`config.mk`:
```
export PLATFORM = sky130hd
export DESIGN_NAME = change_dispenser
export DESIGN_NICKNAME = d
export VERILOG_FILES = /design/src/rtl/change_dispenser.sv
export SDC_FILE = /design/constraint.sdc
export NUM_CORES = 1
export LEC_CHECK = 0
export BUFFER_PORTS_ARGS = -buffer_cell sky130_fd_sc_hd__buf_2
export CAP_MARGIN = 10
export CORE_ASPECT_RATIO = 0.8
export CORE_UTILIZATION = 51
export DETAILED_ROUTE_END_ITERATION = 8
export PLACE_DENSITY = 0.77
export SLEW_MARGIN = 20
export SYNTH_ARGS = -nofsm -noshare
export SYNTH_HDL_FRONTEND = slang
export SYNTH_SLANG_ARGS = --single-unit
```
`constraint.sdc`:
```
create_clock -name in_clka -period 2.05 [get_ports in_clka]
set_clock_uncertainty 0.15 [all_clocks]
set_input_delay 0.1025 -clock in_clka [delete_from_list [all_inputs] [get_ports in_clka]]
set_output_delay 0.1025 -clock in_clka [all_outputs]
set_load 0.02 [all_outputs]
```
`src/rtl/change_dispenser.sv`:
```
// Coin payout controller: ejects $1, $0.50 and $0.25 coins one at a time,
// waiting for a drop-sensor acknowledge per coin, with timeout fault reporting.
module change_dispenser #(
  parameter int TIMEOUT_CYC = 255,
  parameter int GAP_CYC     = 4
) (
  input  logic        in_clka,
  input  logic        in_restart_n,
  input  logic        in_load,
  input  logic [7:0]  in_change_1,
  input  logic        in_change_05,
  input  logic        in_change_025,
  input  logic        in_sense,
  output logic        out_eject_1,
  output logic        out_eject_05,
  output logic        out_eject_025,
  output logic        out_busy,
  output logic        out_done,
  output logic        out_fault,
  output logic [7:0]  out_remaining_1,
  output logic [10:0] out_paid_q
);

  typedef enum logic [2:0] {
    S_IDLE,
    S_EJECT,
    S_GAP,
    S_DONE,
    S_FAULT
  } state_t;

  localparam logic [7:0] TMO_LAST = 8'(TIMEOUT_CYC - 1);
  localparam logic [3:0] GAP_LAST = 4'(GAP_CYC - 1);

  // Ejector select is one-hot {$1, $0.50, $0.25}.
  localparam logic [2:0] SEL_1   = 3'b100;
  localparam logic [2:0] SEL_05  = 3'b010;
  localparam logic [2:0] SEL_025 = 3'b001;

  state_t      r_state,   w_state;
  logic [7:0]  r_cnt_1,   w_cnt_1;
  logic        r_pay_05,  w_pay_05;
  logic        r_pay_025, w_pay_025;
  logic [7:0]  r_tmo,     w_tmo;
  logic [3:0]  r_gap,     w_gap;
  logic [2:0]  r_eject,   w_eject;
  logic        r_busy,    w_busy;
  logic        r_done,    w_done;
  logic        r_fault,   w_fault;
  logic [10:0] r_paid,    w_paid;

  function automatic logic [2:0] pick(input logic [7:0] c1, input logic p05, input logic p025);
    logic [2:0] sel;
    sel = 3'b000;
    if (c1 != 8'd0)  sel = SEL_1;
    else if (p05)    sel = SEL_05;
    else if (p025)   sel = SEL_025;
    return sel;
  endfunction

  always_comb begin
    // NOTE: every next value starts from a hold/idle default so no branch can infer a latch.
    w_state   = r_state;
    w_cnt_1   = r_cnt_1;
    w_pay_05  = r_pay_05;
    w_pay_025 = r_pay_025;
    w_tmo     = r_tmo;
    w_gap     = r_gap;
    w_eject   = 3'b000;
    w_busy    = 1'b0;
    w_done    = 1'b0;
    w_fault   = r_fault;
    w_paid    = r_paid;

    case (r_state)
      S_IDLE, S_FAULT: begin
        if (in_load) begin
          w_cnt_1   = in_change_1;
          w_pay_05  = in_change_05;
          w_pay_025 = in_change_025;
          w_paid    = '0;
          w_fault   = 1'b0;
          w_tmo     = '0;
          if ((in_change_1 != 8'd0) || in_change_05 || in_change_025) begin
            w_state = S_EJECT;
            w_eject = pick(in_change_1, in_change_05, in_change_025);
            w_busy  = 1'b1;
          end else begin
            w_state = S_DONE;
            w_done  = 1'b1;
          end
        end
      end

      S_EJECT: begin
        w_busy = 1'b1;
        // A sense in the final timeout cycle still counts the coin.
        if (in_sense) begin
          if (r_eject == SEL_1) begin
            w_cnt_1 = r_cnt_1 - 8'd1;
            w_paid  = r_paid + 11'd4;
          end else if (r_eject == SEL_05) begin
            w_pay_05 = 1'b0;
            w_paid   = r_paid + 11'd2;
          end else begin
            w_pay_025 = 1'b0;
            w_paid    = r_paid + 11'd1;
          end
          w_tmo   = '0;
          w_gap   = '0;
          w_state = S_GAP;
        end else if (r_tmo == TMO_LAST) begin
          w_state = S_FAULT;
          w_fault = 1'b1;
          w_busy  = 1'b0;
        end else begin
          w_tmo   = r_tmo + 8'd1;
          w_eject = r_eject;
        end
      end

      S_GAP: begin
        if (r_gap == GAP_LAST) begin
          if ((r_cnt_1 != 8'd0) || r_pay_05 || r_pay_025) begin
            w_state = S_EJECT;
            w_eject = pick(r_cnt_1, r_pay_05, r_pay_025);
            w_busy  = 1'b1;
          end else begin
            w_state = S_DONE;
            w_done  = 1'b1;
          end
        end else begin
          w_gap  = r_gap + 4'd1;
          w_busy = 1'b1;
        end
      end

      S_DONE:  w_state = S_IDLE;
      default: w_state = S_IDLE;
    endcase
  end

  // NOTE: sequential state uses <= so every register samples pre-edge values.
  always_ff @(posedge in_clka or negedge in_restart_n) begin
    if (!in_restart_n) begin
      r_state   <= S_IDLE;
      r_cnt_1   <= '0;
      r_pay_05  <= 1'b0;
      r_pay_025 <= 1'b0;
      r_tmo     <= '0;
      r_gap     <= '0;
      r_eject   <= 3'b000;
      r_busy    <= 1'b0;
      r_done    <= 1'b0;
      r_fault   <= 1'b0;
      r_paid    <= '0;
    end else begin
      r_state   <= w_state;
      r_cnt_1   <= w_cnt_1;
      r_pay_05  <= w_pay_05;
      r_pay_025 <= w_pay_025;
      r_tmo     <= w_tmo;
      r_gap     <= w_gap;
      r_eject   <= w_eject;
      r_busy    <= w_busy;
      r_done    <= w_done;
      r_fault   <= w_fault;
      r_paid    <= w_paid;
    end
  end

  assign out_eject_1     = r_eject[2];
  assign out_eject_05    = r_eject[1];
  assign out_eject_025   = r_eject[0];
  assign out_busy        = r_busy;
  assign out_done        = r_done;
  assign out_fault       = r_fault;
  assign out_remaining_1 = r_cnt_1;
  assign out_paid_q      = r_paid;

endmodule

```
==> metrics.cfg, run 1 <==
[power]
ir_drop_v=0.0007699
static-leakage-power_nw=1.384
p_per_area_nw_per_um2=1246
switching_power_mw=1.708
power.share.clock_pct=14.9
comb_power_share_pct=51.8
intPower_mw=2.127
switching_power_as_a_share_of_total_power_pct=44.53
seqPwrFrac_pct=33.3

[final_layout]
layout.cells.most_common=sky130_fd_sc_hd__nor2_1
layout.nets=362
layout_filler_cell_count=383
antenna_cells=0
drive_gt1_share_pct=28.36
area.growth.synth_to_final_pct=24.76
mostFrequentLayoutCells=sky130_fd_sc_hd__nor2_1, sky130_fd_sc_hd__dfrtp_1, sky130_fd_sc_hd__buf_2, sky130_fd_sc_hd__buf_4, sky130_fd_sc_hd__o21ai_0
layoutNonFillerInstCount=402

[detailed_routing]
remaining_drc_errors=0
drt_first_iter_violations=189
drt_total_wl_um=6329
avgRoutedWirePerCell_um=15.74
routed-via-count=2376
avgViaCountPerCell=5.910
final_antenna_net_count=0
dr.pass1.iters=4

[placed_design]
post-place-ws_ps=-18.53
half_perimeter_wire_length_after_placement_um=4492
routabilityCongestion=0.9174
place.port_buffers=38
placed_cells_incl_taps=386

[cts]
cts-htree-levels=2
clkTransAtPathRegs_ps=90
cts_tree=yes
numCtsBuffers=5
clock-sinks=42
cts.path.max_buffers=2
skew_pair_late_insertion_delay_ps=300
cts_root_buffer=sky130_fd_sc_hd__clkbuf_8

[setup_path]
crit_type=reg -> reg
required_ps=2130
cp-start-kind=flip-flop
cp_max_fo=5
end_kind=flip-flop
worstPathArrival_ps=2090

[synthesis]
syn_inst=274
yosysSeqAreaShare_pct=42.62
post_synth_num_cell_types=53
number_of_enable_type_register_cells_in_the_synthesized_netlist=0
mappedNetlistNets=295
mappedNetlistArea_um2=2466
yosys_warnings=0
async_flop_share_pct=100.0
postSynthRegisterBits=42
per_instance_average_area_after_synthesis_um2=9.000
ys_dominant_reg_cell=sky130_fd_sc_hd__dfrtp_1

[floorplanning]
fp.dieArea_um2=5119
initial_utilization_pct=53.33
die_span_in_x_um=79.75
placeableCoreArea_um2=4624
row_count=22
die_height_um=64.20
pin_count=39

[grt]
global_route_wire_length_before_repair_um=10530
grt_antenna_before_repair=0
first_global_vias=2254
overall_routing_resource_usage_pct=26.80
grt_start_max_net_pins=25
globalRouteOverflowTotal=0

[timing]
hold_violations=1
post-route-min-period_ps=2009
max_freq_mhz=497.6
slew_viol_final=0
holdWs_ps=-1.284
layout_worst_path_cycle_share_pct=98.02
slew_headroom_pct=64.95
grt_setup_unrepaired=true
timing.final.ws_setup_ps=40.54
totalNegativeSetupSlack_ps=0
tightest_slew_ps=525.7
timing.final.setup_violations=0

[hold_path]
holdCritPathClass=in -> reg

[run_status]
run_status=finished, violations left
violations=hold timing

[run]
maxCapViolCount=0

[power groups by stage]
stage | clock [mW] | sequential (mW) | combinational, mW
after floorplan | 0 | 1.38 | 1.14
after global placement | 0 | 1.26 | 1.86
after detailed placement | 0 | 1.28 | 1.89
after CTS | 0.576 | 1.26 | 1.93
after global routing | 0.605 | 1.31 | 2.20
final | 0.570 | 1.28 | 1.99
[synthesized netlist by cell type (3+ instances only)]
master                     count  share of area [%]
sky130_fd_sc_hd__clkbuf_1      4               0.61
sky130_fd_sc_hd__nor3b_1       5                1.5
sky130_fd_sc_hd__nor3b_2       3                1.5
sky130_fd_sc_hd__or4_1         3               0.91
sky130_fd_sc_hd__buf_2         5                1.0
sky130_fd_sc_hd__nand2_1      13                2.0
sky130_fd_sc_hd__nor3_1        7                1.4
sky130_fd_sc_hd__a22o_1        3                1.1
sky130_fd_sc_hd__nor2_1       43                6.5
sky130_fd_sc_hd__a21oi_1      18                3.7
sky130_fd_sc_hd__xnor2_1      10                3.6
sky130_fd_sc_hd__nand3_1      12                2.4
sky130_fd_sc_hd__nor2b_1       3               0.76
sky130_fd_sc_hd__nand4_1       4                1.0
sky130_fd_sc_hd__o21ai_0      24                4.9
sky130_fd_sc_hd__ha_1          7                3.6
sky130_fd_sc_hd__nor4_1        6                1.5
sky130_fd_sc_hd__dfrtp_1      42                 43
sky130_fd_sc_hd__or3b_2        3                1.1
sky130_fd_sc_hd__a31oi_1       3               0.76
sky130_fd_sc_hd__inv_1         9                1.4
sky130_fd_sc_hd__a21o_1        3               0.91
sky130_fd_sc_hd__nand2b_1      3               0.76
sky130_fd_sc_hd__a22oi_1       3               0.91
[flip-flops by register name (all words and copies together), names as in the netlist]
register         cells
out_busy             1
r_pay_05             1
r_state              3
out_done             1
r_pay_025            1
r_gap                4
out_paid_q          11
r_eject              3
out_fault            1
r_tmo                8
out_remaining_1      8
[final timing paths]
path                                     from            endpoint  depth (start not counted)  slack, ps
max                                r_state[1]      out_paid_q[10]                          5         40
min                            in_change_1[5]  out_remaining_1[5]                          3         -1
max reg2reg                        r_state[1]      out_paid_q[10]                          5         40
min reg2reg                out_remaining_1[6]  out_remaining_1[6]                          2        390
max in group asynchronous        in_restart_n  out_remaining_1[0]                          3       1050
min in group asynchronous        in_restart_n       out_paid_q[7]                          2        160
[worst max-delay path, cell delays in order, from the launching register on]
cell and delay (ps):
sky130_fd_sc_hd__dfrtp_2 450, sky130_fd_sc_hd__or3b_4 430, sky130_fd_sc_hd__a21oi_4 210, sky130_fd_sc_hd__nand4_1 130, sky130_fd_sc_hd__or4_1 420, sky130_fd_sc_hd__a21oi_1 150
[area by class of cell]
| type | count | area (um2) | area share (%) |
|---|---|---|---|
| multi-input cells | 212 | 1369 | 44.49 |
| flip-flops and latches | 42 | 1052 | 34.20 |
| well taps | 60 | 75.07 | 2.440 |
| clock inverters | 1 | 5.005 | 0.1627 |
| repair buffers | 71 | 455.4 | 14.80 |
| inverters | 9 | 33.78 | 1.098 |
| clock buffers | 7 | 86.33 | 2.806 |
[metal layers]
layer	vias to the layer above	wire (um)	GRT usage, %	share of wire, %
met5	-	0	0	0
met4	0	63	8.705	1.0
met3	7	336	5.429	5.3
met2	84	2973	41.88	47
met1	1150	2956	37.21	47
li1	1135	-	-	-
[metrics by stage]
stage	area, um2	power, mW	util (%)	hold slack, ps
2_1_floorplan	2470	2.522	-	-343.1
3_3_place_gp	2867	3.127	61.99	-44.20
3_5_place_dp	2867	3.168	61.99	-43.46
4_1_cts	3033	3.770	65.58	2.390
5_1_grt	3077	4.113	66.53	13.73
6_report	3077	3.835	66.53	-1.284
[cell families after synthesis]
logic type	after synthesis	share of synthesized area (%)
buffers and inverters	20	3.652
adders and majority gates	7	3.551
and+or+nand+nor	118	26.43
AOI/OAI and AO/OA	74	19.03
xor gates and xnor gates	12	4.262
DFF	42	42.62
muxes	1	0.4566
[timing repair]
| action | in CTS | in global routing |
|---|---|---|
| resized for setup | 2 | 9 |
| pin swaps | 0 | 1 |
| hold endpoints to repair | 28 | 0 |
| hold buffers | 7 | 0 |
| setup buffers | 0 | 1 |
| setup endpoints to repair | 2 | 13 |
(Power assumes the default switching activity.)
==> run 2, diff against run 1 <==
--- a/config.mk
+++ b/config.mk
@@ -10,7 +10,7 @@
 export CORE_ASPECT_RATIO = 0.8
 export CORE_UTILIZATION = 51
 export DETAILED_ROUTE_END_ITERATION = 8
-export PLACE_DENSITY = 0.77
+export PLACE_DENSITY = 0.74
 export SLEW_MARGIN = 20
 export SYNTH_ARGS = -nofsm -noshare
 export SYNTH_HDL_FRONTEND = slang
==> run 2 against run 1 <==
Effect of this change: the run now ends clean; cell count is 0.25% lower; critical path depth stayed put; first-iteration DRC count is 40% lower; setup slack better by 23 ps; clock power is 15% higher; maximum frequency is 1.1% higher; sequential cell count stayed put; register-to-register slack better by 20 ps; total power is 2.3% higher; design area hardly changed; non-clock buffer count is 1 lower; global-route usage is 2.1 points lower.
==> metrics.cfg, run 2 (synthesis results as in run 1) <==
[grt]
grt_antenna_before_repair=0  ; unchanged
first_global_vias=2064  ; -8.4%
globalRouteOverflowTotal=0  ; unchanged
global_route_wire_length_before_repair_um=9666  ; -8.2%
overall_routing_resource_usage_pct=24.75  ; -2.1 points
grt_start_max_net_pins=43  ; +72%

[final_layout]
fin_area_um2=3075  ; about the same
antenna_cells=0  ; unchanged
flip_flop_count_of_the_largest_register_after_layout=11  ; unchanged
mostFrequentLayoutCells=sky130_fd_sc_hd__nor2_1, sky130_fd_sc_hd__dfrtp_1, sky130_fd_sc_hd__buf_2, sky130_fd_sc_hd__buf_4, sky130_fd_sc_hd__o21ai_0
fin_util_pct=66.50  ; about the same
drive_gt1_share_pct=26.98  ; -1.4 points
area.growth.synth_to_final_pct=24.71  ; about the same
layout_filler_cell_count=394  ; +2.9%
layout.nets=361  ; -0.28%
layoutNonFillerInstCount=401  ; -0.25%
layout.cells.most_common=sky130_fd_sc_hd__nor2_1

[timing]
hold_violations=0  ; -1
layout_worst_path_cycle_share_pct=96.92  ; -1.1 points
timing.final.setup_violations=0  ; unchanged
slew_viol_final=0  ; unchanged
max_freq_mhz=503.3  ; +1.1%
post-route-min-period_ps=1987  ; -22.56 ps
slew_headroom_pct=65.19  ; +0.24 points
tightest_slew_ps=522.1  ; -3.604 ps

[cts]
post_cts.repair.setup_buffers=0  ; unchanged
cts.path.max_buffers=2  ; unchanged
clkTransAtPathRegs_ps=80  ; about the same
numCtsBuffers=5  ; unchanged
clock-sinks=42  ; unchanged
cts-htree-levels=2  ; unchanged
cts_tree=yes
skew_pair_late_insertion_delay_ps=300  ; about the same
cts_root_buffer=sky130_fd_sc_hd__clkbuf_8

[detailed_routing]
avgRoutedWirePerCell_um=14.90  ; -5.4%
drt_first_iter_violations=114  ; -40%
routed-via-count=2283  ; -3.9%
remaining_drc_errors=0  ; unchanged
dr.pass1.iters=4  ; unchanged
avgViaCountPerCell=5.693  ; -3.7%
drt_total_wl_um=5973  ; -5.6%
final_antenna_net_count=0  ; unchanged

[placed_design]
routabilityCongestion=0.8944  ; -2.5%
placed_cells_incl_taps=385  ; -0.26%
half_perimeter_wire_length_after_placement_um=4207  ; -6.3%
place.port_buffers=38  ; unchanged
detailed_place.area_um2=2859  ; -0.26%

[floorplanning]
pin_count=39  ; unchanged
die_height_um=64.20  ; unchanged
placeableCoreArea_um2=4624  ; unchanged
initial_utilization_pct=53.33  ; unchanged
fp.dieArea_um2=5119  ; unchanged
die_span_in_x_um=79.75  ; unchanged
row_count=22  ; unchanged

[setup_path]
reg2reg_depth=5  ; unchanged
cp_max_fo=5  ; unchanged
crit_type=reg -> reg
critical_path.endpoint=out_paid_q[10]
cp-start-kind=flip-flop
rrSetupSlack_ps=60  ; +20 ps
worstPathArrival_ps=2060  ; -30 ps
crit_path_start=r_state[0]
critical_path.reg2reg.endpoint=out_paid_q[10]
required_ps=2120  ; about the same
critical_path_depth=5  ; unchanged
critical_path.reg2reg.startpoint=r_state[0]
end_kind=flip-flop
cp_cell_sequence=or3b_4 -> a21oi_4 -> nand4_1 -> or4_1 -> a21oi_1
critPathSlowestCell=sky130_fd_sc_hd__or3b_4
path_delay_family=simple AND/OR/NAND/NOR gates
delay_of_the_slowest_critical_path_stage_ps=450  ; about the same
path_buf_inv=0  ; unchanged

[run]
maxCapViolCount=0  ; unchanged

[power]
intPower_mw=2.237  ; +5.2%
switching_power_as_a_share_of_total_power_pct=42.95  ; -1.6 points
seqPwrFrac_pct=32.6  ; -0.7 points
static-leakage-power_nw=1.374  ; -0.74%
power.share.clock_pct=16.7  ; +1.8 points
comb_power_share_pct=50.7  ; -1.1 points
ir_drop_v=0.0007135  ; -7.3%
p_per_area_nw_per_um2=1275  ; +2.3%
switching_power_mw=1.684  ; -1.4%

[hold_path]
worstHoldPathCells=3  ; unchanged
holdCritPathClass=in -> reg

[run_status]
run_status=complete, no violations

-- run 2: how the worst min path moves through the flow --
stage / from / end / slack [ps]
finish: in_change_1[0] / out_remaining_1[0] / 6
global route: in_change_1[0] / out_remaining_1[0] / 30
CTS: in_change_1[0] / out_remaining_1[0] / 4
detailed placement: in_restart_n / r_gap[0] / 50
global placement: in_restart_n / r_gap[1] / 50
floorplan: in_restart_n / out_busy / -340
-- run 2: what timing repair did --
item                       CTS  global route
hold buffers                 8             0
setup endpoints to repair    0            19
gates resized for setup      0            10
hold endpoints to repair    50             0
-- run 2: power by group through the flow --
stage	combinational [mW]	clock, mW	sequential, mW
finish	1.99	0.654	1.28
global route	2.19	0.703	1.31
CTS	1.94	0.674	1.26
detailed placement	1.91	0	1.28
global placement	1.88	0	1.26
floorplan	1.14	0	1.38
-- run 2: cell type report --
| class | instances | area [um2] | share of cell area [%] |
|---|---|---|---|
| clock buffers | 6 | 72.57 | 2.360 |
| clock inverters | 2 | 37.54 | 1.221 |
| inverters | 9 | 33.78 | 1.098 |
| multi-input cells | 212 | 1353 | 43.98 |
| flip-flops and latches | 42 | 1054 | 34.26 |
| well taps | 60 | 75.07 | 2.441 |
| repair buffers | 70 | 450.4 | 14.65 |
-- run 2: worst min-delay path, stage by stage --
cell and delay, ps:
sky130_fd_sc_hd__buf_2 100, sky130_fd_sc_hd__a21oi_1 60, sky130_fd_sc_hd__o21ai_0 150
-- run 2: through the flow --
| stage | setup WS [ps] | hold slack (ps) | setup TNS (ps) | power, mW |
|---|---|---|---|---|
| 2_1_floorplan | 45.46 | -343.1 | 0 | 2.522 |
| 3_3_place_gp | 55.54 | 54.64 | 0 | 3.149 |
| 3_5_place_dp | 24.72 | 52.17 | 0 | 3.186 |
| 4_1_cts | 12.09 | 3.533 | 0 | 3.876 |
| 5_1_grt | -17.97 | 28.79 | -17.97 | 4.205 |
| 6_report | 63.11 | 6.124 | 0 | 3.922 |
-- run 2: routing by layer --
| metal | vias to the layer above | share of wire, % | global-route usage, % |
|---|---|---|---|
| li1 | 1132 | - | - |
| met1 | 1096 | 48 | 35.56 |
| met2 | 51 | 47 | 38.46 |
| met3 | 4 | 4.5 | 6.000 |
| met4 | 0 | 0.57 | 4.018 |
| met5 | - | 0 | 0 |
==> run 3, diff against run 2 <==
--- a/config.mk
+++ b/config.mk
@@ -7,7 +7,7 @@
 export LEC_CHECK = 0
 export BUFFER_PORTS_ARGS = -buffer_cell sky130_fd_sc_hd__buf_2
 export CAP_MARGIN = 10
-export CORE_ASPECT_RATIO = 0.8
+export CORE_ASPECT_RATIO = 1.25
 export CORE_UTILIZATION = 51
 export DETAILED_ROUTE_END_ITERATION = 8
 export PLACE_DENSITY = 0.74
==> run 3 against run 2 <==
Effect of this change: critical path depth grew 1; clock power shrank 20%; sequential share of layout area grew 0.058 points; non-clock buffer count grew 3; clock-buffer cell count is the same; sequential power is essentially flat; die area is the same; first-iteration DRC count grew 32%; critical path type unchanged.
==> metrics.cfg, run 3 (synthesis results as in run 1) <==
[detailed_routing]
avgViaCountPerCell=5.783  ; +1.6%
final_antenna_net_count=0  ; unchanged
drt_first_iter_violations=150  ; +32%
avgRoutedWirePerCell_um=14.70  ; -1.3%
remaining_drc_errors=0  ; unchanged
drt_total_wl_um=5895  ; -1.3%
dr.pass1.iters=5  ; +1
routed-via-count=2319  ; +1.6%

[grt]
grt_most_used_layer=met2
grt_antenna_before_repair=0  ; unchanged
globalRouteMet2Util_pct=44.68  ; +6.2 points
first_global_vias=2176  ; +5.4%
groute.layer.met1.usage_pct=31.22  ; -4.3 points
grt_start_max_net_pins=43  ; unchanged
globalRouteOverflowTotal=0  ; unchanged
overall_routing_resource_usage_pct=25.46  ; +0.71 points
grtUsageMet3_pct=5.143  ; -0.86 points
global_route_wire_length_before_repair_um=10050  ; +4.0%

[final_layout]
antenna_cells=0  ; unchanged
area.growth.synth_to_final_pct=24.20
flip_flop_count_of_the_largest_register_after_layout=11  ; unchanged
layout.nets=364  ; +0.83%
drive_gt1_share_pct=26.24  ; -0.74 points
fin_util_pct=67.66  ; +1.2 points
layoutNonFillerInstCount=401  ; unchanged
mostFrequentLayoutCells=sky130_fd_sc_hd__nor2_1, sky130_fd_sc_hd__dfrtp_1, sky130_fd_sc_hd__buf_2, sky130_fd_sc_hd__buf_4, sky130_fd_sc_hd__o21ai_0

[cts]
numCtsBuffers=5  ; unchanged
clock-sinks=42  ; unchanged
skew_pair_late_insertion_delay_ps=300  ; about the same
clkTransAtPathRegs_ps=80  ; about the same
cts_root_buffer=sky130_fd_sc_hd__clkbuf_8
cts-htree-levels=2  ; unchanged
cts.path.max_buffers=2  ; unchanged
cts_tree=yes

[placed_design]
placed_cells_incl_taps=383  ; -0.52%
half_perimeter_wire_length_after_placement_um=4201  ; -0.12%
place.port_buffers=38  ; unchanged
routabilityCongestion=0.8877  ; -0.75%

[run_status]
run_status=complete, no violations

[floorplanning]
initial_utilization_pct=54.48  ; +1.1 points
placeableCoreArea_um2=4527  ; -2.1%
die_span_in_x_um=64.20  ; -19%
fp.dieArea_um2=5119  ; unchanged
row_count=27  ; +23%
pin_count=39  ; unchanged
die_height_um=79.75  ; +24%

[timing]
totalNegativeSetupSlack_ps=0  ; unchanged
grt_setup_unrepaired=false
post-route-min-period_ps=1933  ; -53.45 ps
timing.final.setup_violations=0  ; unchanged
layout_worst_path_cycle_share_pct=94.31  ; -2.6 points
max_freq_mhz=517.2  ; +2.8%
holdWs_ps=70.54  ; +64.41 ps
hold_violations=0  ; unchanged
slew_headroom_pct=65.04  ; -0.15 points
slew_viol_final=0  ; unchanged
tightest_slew_ps=524.4  ; +2.268 ps

[setup_path]
required_ps=2080  ; -40 ps
crit_type=reg -> reg
path_delay_family=simple AND/OR/NAND/NOR gates
critPathSlowestCell=sky130_fd_sc_hd__dfrtp_1
cp_max_fo=6  ; +1
delay_of_the_slowest_critical_path_stage_ps=450  ; about the same
end_kind=flip-flop
cp-start-kind=flip-flop
cp_cell_sequence=ha_1 -> or2_2 -> a21oi_2 -> and4bb_2 -> xnor2_1 -> nor2_1
path_buf_inv=0  ; unchanged
worstPathArrival_ps=1960  ; -100 ps

[hold_path]
holdCritPathClass=in -> reg

[power]
static-leakage-power_nw=1.380  ; +0.46%
ir_drop_v=0.0007839  ; +9.9%
p_per_area_nw_per_um2=1230  ; -3.5%

[run]
maxCapViolCount=0  ; unchanged

[run 3: layout make-up]
type / count / area (um2)
clock buffer: 6 / 72.57
clock inverter: 1 / 7.507
fill: 387 / 1464
inverter: 9 / 33.78
multi-input combinational: 212 / 1348
sequential: 42 / 1051
tap: 58 / 72.57
timing repair buffer: 73 / 478.0
[run 3: metal layers]
metal,vias to the layer above,part of all wire [%]
met3,9,4.8
met1,1104,44
li1,1135,-
met2,71,50
met5,-,0
met4,0,1.5
[run 3: repair_timing]
action,CTS,global route
setup endpoints to repair,0,13
gates resized for setup,0,6
hold endpoints to repair,53,0
setup buffers,0,1
hold buffers,10,0
[run 3: per-stage QoR]
step                      worst slack, ps  instance area [um2]  power [mW]
after CTS                           26.28                 3037       3.728
after global placement              96.54                 2856       3.154
after detailed placement            68.37                 2856       3.194
after global routing                17.36                 3063       4.029
after floorplan                     45.46                 2470       2.522
final                               116.6                 3063       3.768
[run 3: where the power goes]
group	leakage (nW)	switching [mW]	internal, mW	total [mW]
combinational	0.787	1.15	0.816	1.97
sequential	0.556	0.235	1.04	1.27
clock	0.0373	0.291	0.234	0.525
total	1.38	1.68	2.09	3.77
[run 3: final timing paths]
kind | startpoint | to | slack [ps] | cells past startpoint
min reg2reg | out_fault | out_fault | 350 | 2
min | in_sense | r_pay_05 | 70 | 4
max | out_paid_q[1] | out_paid_q[8] | 120 | 6
max reg2reg | out_paid_q[1] | out_paid_q[8] | 120 | 6
max in group asynchronous | in_restart_n | out_paid_q[7] | 1130 | 3
min in group asynchronous | in_restart_n | r_tmo[2] | 250 | 3
[run 3: worst min-delay path, delay by kind of cell]
family | cells | cell delay [ps]
buffers and inverters | 1 | 170
AOI/OAI and AO/OA | 1 | 70
and+or+nand+nor | 2 | 130
